**src/rtl/lsu_mem_stage.sv**
```systemverilog
// Load/store memory stage: one word-aligned bus transfer per request, with byte enables,
// a bounded wait-state timeout, misalignment rejection and aligned/extended load return.
module lsu_mem_stage #(
  parameter int unsigned TIMEOUT = 255
) (
  input  logic        i_CLK,
  input  logic        i_RST,
  input  logic        i_MEM_RE,
  input  logic        i_MEM_WE,
  input  logic [1:0]  i_HB,
  input  logic        i_ULOAD,
  input  logic [31:0] i_ADDR,
  input  logic [31:0] i_WDATA,
  output logic [31:0] o_RDATA,
  output logic        o_STALL,
  output logic        o_MISALIGNED,
  output logic        o_BUS_ERR,
  output logic        o_BUS_REQ,
  output logic        o_BUS_WE,
  output logic [31:0] o_BUS_ADDR,
  output logic [31:0] o_BUS_WDATA,
  output logic [3:0]  o_BUS_BE,
  input  logic        i_BUS_ACK,
  input  logic [31:0] i_BUS_RDATA
);

  typedef enum logic [1:0] {StIdle, StAccess, StDone} state_e;

  localparam logic [15:0] TmoLast = 16'(TIMEOUT - 1);

  state_e      state_q, state_d;
  logic [15:0] cnt_q, cnt_d;
  logic [1:0]  lane_q, lane_d;
  logic [1:0]  hb_q, hb_d;
  logic        uload_q, uload_d;
  logic [31:0] rdata_q, rdata_d;
  logic        mis_q, mis_d;
  logic        err_q, err_d;
  logic        bus_req_q, bus_req_d;
  logic        bus_we_q, bus_we_d;
  logic [31:0] bus_addr_q, bus_addr_d;
  logic [31:0] bus_wdata_q, bus_wdata_d;
  logic [3:0]  bus_be_q, bus_be_d;

  logic        req, mis, launch, timeout_hit;
  logic        size_half, size_word;
  logic [3:0]  be_new;
  logic [31:0] wdata_new;
  logic [7:0]  byte_sel;
  logic [15:0] half_sel;
  logic [31:0] load_ext;

  assign req         = i_MEM_WE | i_MEM_RE;
  assign size_half   = (i_HB == 2'b01);
  assign size_word   = i_HB[1];
  assign mis         = req & ((size_half & i_ADDR[0]) | (size_word & (i_ADDR[1:0] != 2'b00)));
  assign launch      = (state_q == StIdle) & req & ~mis;
  assign timeout_hit = (cnt_q == TmoLast);
  assign o_STALL     = ~i_RST & (launch | (state_q == StAccess));

  // Byte enables and lane-replicated store data for the request being launched
  always_comb begin
    be_new    = 4'b1111;
    wdata_new = i_WDATA;
    case (i_HB)
      2'b00: begin
        be_new    = 4'b0001 << i_ADDR[1:0];
        wdata_new = {4{i_WDATA[7:0]}};
      end
      2'b01: begin
        be_new    = i_ADDR[1] ? 4'b1100 : 4'b0011;
        wdata_new = {2{i_WDATA[15:0]}};
      end
      default: begin
        be_new    = 4'b1111;
        wdata_new = i_WDATA;
      end
    endcase
  end

  // Load extraction uses the size/lane captured at launch, not the live inputs
  always_comb begin
    byte_sel = 8'h00;
    unique case (lane_q)
      2'd0: byte_sel = i_BUS_RDATA[7:0];
      2'd1: byte_sel = i_BUS_RDATA[15:8];
      2'd2: byte_sel = i_BUS_RDATA[23:16];
      2'd3: byte_sel = i_BUS_RDATA[31:24];
    endcase
    half_sel = lane_q[1] ? i_BUS_RDATA[31:16] : i_BUS_RDATA[15:0];
    case (hb_q)
      2'b00:   load_ext = uload_q ? {24'h0, byte_sel} : {{24{byte_sel[7]}}, byte_sel};
      2'b01:   load_ext = uload_q ? {16'h0, half_sel} : {{16{half_sel[15]}}, half_sel};
      default: load_ext = i_BUS_RDATA;
    endcase
  end

  always_comb begin
    state_d     = state_q;
    cnt_d       = cnt_q;
    lane_d      = lane_q;
    hb_d        = hb_q;
    uload_d     = uload_q;
    rdata_d     = rdata_q;
    mis_d       = 1'b0;
    err_d       = 1'b0;
    bus_req_d   = bus_req_q;
    bus_we_d    = bus_we_q;
    bus_addr_d  = bus_addr_q;
    bus_wdata_d = bus_wdata_q;
    bus_be_d    = bus_be_q;

    case (state_q)
      StIdle: begin
        mis_d = mis;
        if (launch) begin
          state_d     = StAccess;
          cnt_d       = 16'h0000;
          bus_req_d   = 1'b1;
          bus_we_d    = i_MEM_WE;
          bus_addr_d  = {i_ADDR[31:2], 2'b00};
          bus_wdata_d = wdata_new;
          bus_be_d    = be_new;
          lane_d      = i_ADDR[1:0];
          hb_d        = i_HB;
          uload_d     = i_ULOAD;
        end
      end
      StAccess: begin
        // Ack takes precedence over a timeout landing in the same cycle
        if (i_BUS_ACK) begin
          state_d   = StDone;
          bus_req_d = 1'b0;
          if (!bus_we_q) begin
            rdata_d = load_ext;
          end
        end else if (timeout_hit) begin
          state_d   = StDone;
          bus_req_d = 1'b0;
          err_d     = 1'b1;
          rdata_d   = 32'h0;
        end else begin
          cnt_d = cnt_q + 16'd1;
        end
      end
      // The request still visible here belongs to the completing instruction
      StDone: state_d = StIdle;
      default: state_d = StIdle;
    endcase
  end

  always_ff @(posedge i_CLK) begin
    if (i_RST) begin
      state_q     <= StIdle;
      cnt_q       <= 16'h0000;
      lane_q      <= 2'b00;
      hb_q        <= 2'b00;
      uload_q     <= 1'b0;
      rdata_q     <= 32'h0;
      mis_q       <= 1'b0;
      err_q       <= 1'b0;
      bus_req_q   <= 1'b0;
      bus_we_q    <= 1'b0;
      bus_addr_q  <= 32'h0;
      bus_wdata_q <= 32'h0;
      bus_be_q    <= 4'b0000;
    end else begin
      state_q     <= state_d;
      cnt_q       <= cnt_d;
      lane_q      <= lane_d;
      hb_q        <= hb_d;
      uload_q     <= uload_d;
      rdata_q     <= rdata_d;
      mis_q       <= mis_d;
      err_q       <= err_d;
      bus_req_q   <= bus_req_d;
      bus_we_q    <= bus_we_d;
      bus_addr_q  <= bus_addr_d;
      bus_wdata_q <= bus_wdata_d;
      bus_be_q    <= bus_be_d;
    end
  end

  assign o_RDATA      = rdata_q;
  assign o_MISALIGNED = mis_q;
  assign o_BUS_ERR    = err_q;
  assign o_BUS_REQ    = bus_req_q;
  assign o_BUS_WE     = bus_we_q;
  assign o_BUS_ADDR   = bus_addr_q;
  assign o_BUS_WDATA  = bus_wdata_q;
  assign o_BUS_BE     = bus_be_q;

endmodule

```
**config.mk**
```make
export PLATFORM = sky130hd
export DESIGN_NAME = lsu_mem_stage
export DESIGN_NICKNAME = d
export VERILOG_FILES = /design/src/rtl/lsu_mem_stage.sv
export SDC_FILE = /design/constraint.sdc
export NUM_CORES = 1
export LEC_CHECK = 0
export CAP_MARGIN = 10
export CORE_MARGIN = 2
export CORE_UTILIZATION = 42
export CTS_BUF_LIST = sky130_fd_sc_hd__clkbuf_4 sky130_fd_sc_hd__clkbuf_8
export DETAILED_ROUTE_END_ITERATION = 8
export GPL_TIMING_DRIVEN = 0
export PLACE_DENSITY = 0.79
export SYNTH_ARGS = -nofsm -noshare
export SYNTH_HDL_FRONTEND = slang
export SYNTH_SLANG_ARGS = --single-unit
```
**constraint.sdc**
```tcl
create_clock -name i_CLK -period 1.7 [get_ports i_CLK]
set_input_delay 0.255 -clock i_CLK [delete_from_list [all_inputs] [get_ports i_CLK]]
set_output_delay 0.255 -clock i_CLK [all_outputs]
set_load 0.03 [all_outputs]
```
==> results by group <==
Timing
  – Min Clock Period, post-route: 1.91 ns
  – Slew headroom: 61.2%
  – Final setup fails: 45
  – Tcrit/Tclk final: 112%
  – Slack of the critical path: -0.210 ns
  – Max Slew Vio Count: 0
  – Slew @ Worst Pin: 0.582 ns
  – Worst Skew: 0.0100 ns
  – Final setup TNS: -3.98 ns
  – Hold Vio Cnt, Final: 0
  – FMAX: 0.524 GHz
  – Unrepaired setup endpoints after global routing: true

Power and ir drop
  – PD cells: 889 nW/um^2
  – Pleak: 3.78 nW
  – Peak VDD IR: 0.588 mV

Worst setup path
  – Critical Setup Path Class: reg2reg
  – Crit-path max FO: 5
  – CP Capture Type: flip-flop
  – Worst EP arrival: 2.28 ns
  – WP data required: 2.07 ns
  – CP Launch Type: flip-flop

Routing
  – DRT Pass-1 Iters: 5
  – Post-Route WL: 19.6 mm
  – Iter 0 DRT Violations: 358
  – Via Count: 6,125
  – DR vias/cell: 5.39
  – Post-route DRC: 0
  – Mean routed wirelength per cell: 17.2 microns
  – Post-route antenna net violation count: 0

Floorplanning
  – Core Rows: 42
  – Initial core utilization: 42.7%
  – Die X: 120 microns
  – CORE AREA: 13,200 sq um
  – Num ports: 209
  – Die Span Y: 120 microns
  – Die area: 14,400 sq um

Synth
  – Share of Yosys cell area claimed by the top area cell type: 44.4%
  – Library cells used by synthesis: 61
  – Top FF cell, synth: dfxtp_1
  – Commonest cells post-synth: nand2_1, dfxtp_1, a21oi_1, nor2_1, clkbuf_1
  – Post-Synthesis Cells: 688
  – Mapped Area: 5630 sq um
  – Post-synth top area cell: dfxtp_1
  – Post-synthesis async set-or-reset flop share: 0%
  – Ranking of synthesized cells by area: dfxtp_1, nand2_1, a21oi_1
  – Register area share after synthesis: 44.4%
  – Count leader, synth: nand2_1
  – Number of synthesized flops with an enable pin: 0
  – Syn avg cell area: 8.19 sq um
  – Register bit total from synthesis: 125
  – Synth Warn #: 0

Place
  – Port-buffer cells: 206
  – RD Place Congestion: 0.912
  – DP HPWL: 13.9 mm
  – Area post-placement: 8000 sq um

Clock network
  – CTS tree: yes
  – Clock tree buffer depth: 2
  – Sink Count: 125
  – CTS H-tree depth: 4
  – CTS buffer count: 17
  – Worst skew pair latency: 0.44 ns
  – Worst-path clk slew: 0.07 ns
  – Hold_buf cts: 0
  – CTS Root Cell: clkbuf_8

Global route
  – Total GRT Usage: 27.0%
  – GRT overflow: 0
  – Number of global-route vias before repair: 6,015
  – Initial antenna violation count: 0
  – First-pass GRT wire length: 30.2 mm
  – Largest net degree at the start of global routing: 17

Run status
  – Status: complete, but fails checks
  – Failing checks: negative setup slack

Layout
  – ANT cells: 0
  – Fin area: 9060 sq um
  – Core Util, Final: 68.7%
  – Number of nets in the layout: 1,054
  – Area Growth Syn to Fin: 60.9%
  – Layout cell share with drive strength beyond 1: 18.9%

Run
  – Max_cap viols: 0

Hold path
  – Hold Crit Class: in2reg
what timing repair did:
| item | CTS | global route |
|---|---|---|
| pin swaps | 44 | 18 |
| buffers inserted | 26 | 6 |
| endpoints found under the setup margin | 222 | 107 |
| gates resized for setup | 197 | 62 |
| gates cloned | 4 | 0 |
| endpoints found under the hold margin | 0 | 0 |
area by class of cell:
class | instances | area (sq um)
Clock inverter | 11 | 165
Buffer | 52 | 328
Sequential cell | 125 | 2540
Tap cell | 176 | 220
Clock buffer | 21 | 277
Multi-Input combinational cell | 501 | 3240
Inverter | 9 | 33.8
Fill cell | 1065 | 4130
Timing Repair Buffer | 242 | 2250
layout by cell type (no fill, tap or decap), types with 5 or more instances in the layout:
cell	n
o21ai_0	25
a211oi_1	11
o2bb2ai_2	6
clkbuf_1	16
clkdlybuf4s50_1	98
nor2b_1	9
clkbuf_2	16
dlygate4sd2_1	106
dfxtp_4	9
buf_4	25
a21oi_1	68
a22o_1	16
inv_1	9
clkbuf_8	21
mux2i_1	28
o21ai_1	5
nor2_1	47
clkbuf_4	6
a311oi_1	8
a31oi_1	5
nor3_1	7
dfxtp_2	7
a21oi_2	6
or3_1	7
dfxtp_1	109
nand2b_1	19
nand2_1	143
nor3b_1	7
buf_6	20
routing by layer:
metal  global-route usage [%]  vias to the layer above  routed length (microns)
met3                     9.79                       53                     1700
met1                     30.9                     2873                     7800
met2                     45.0                      268                     9360
li1                         -                     2931                        -
met5                        0                        -                        0
met4                     12.6                        0                      752
final timing paths:
path / end / cells after the start / slack [ns] / startpoint
min: o_BUS_WE$_SDFFE_PP0P_ / 3 / 0.27 / i_MEM_WE
max reg2reg: cnt_q[11]$_SDFFE_PP0P_ / 6 / -0.21 / state_q[0]$_SDFFE_PP0P_
max: cnt_q[11]$_SDFFE_PP0P_ / 6 / -0.21 / state_q[0]$_SDFFE_PP0P_
min reg2reg: o_BUS_ADDR[3]$_SDFFE_PP0P_ / 2 / 0.45 / o_BUS_ADDR[3]$_SDFFE_PP0P_
stage by stage:
stage | power, mW | setup slack (ns) | instances | hold WS, ns
2_1_floorplan | 4.31 | -0.0349 | 689 | 0.391
5_1_grt | 8.41 | -0.292 | 1137 | 0.276
3_3_place_gp | 5.15 | -1.43 | 1071 | 0.441
6_report | 8.05 | -0.210 | 1137 | 0.273
4_1_cts | 8.04 | -0.229 | 1133 | 0.239
3_5_place_dp | 5.17 | -1.42 | 1071 | 0.446
state kept, by name, indices dropped and copies added (netlist names):
register,count
o_BUS_REQ,1
hb_q,2
o_MISALIGNED,1
o_BUS_ERR,1
cnt_q,16
state_q,2
o_RDATA,32
o_BUS_BE,4
lane_q,2
o_BUS_ADDR,30
o_BUS_WDATA,32
uload_q,1
o_BUS_WE,1
report_power, final:
part	total, mW	switching (mW)	leakage, nW	internal, mW
Clock	2.87	1.17	0.226	1.70
Combinational	1.96	1.16	2.52	0.806
Sequential	3.22	0.105	1.03	3.11
worst max-delay path: stages, from the launching register on:
cell and delay [ns]:
dfxtp_4 0.38, or3b_4 0.45, a41oi_4 0.26, o311ai_4 0.15
buf_6 0.17, or3_4 0.32, a21oi_2 0.11
logic make-up after synthesis:
family / count (synthesis) / share of synthesized area [%]
compound gates: 185 / 21.6
xor+xnor: 5 / 0.777
flops: 125 / 44.4
fa+ha+maj: 2 / 0.444
simple gates: 277 / 22.5
buf+inv: 63 / 4.62
mux: 30 / 5.58
other cells: 1 / 0.0666
Note: power is estimated with default switching activity, not from simulation.
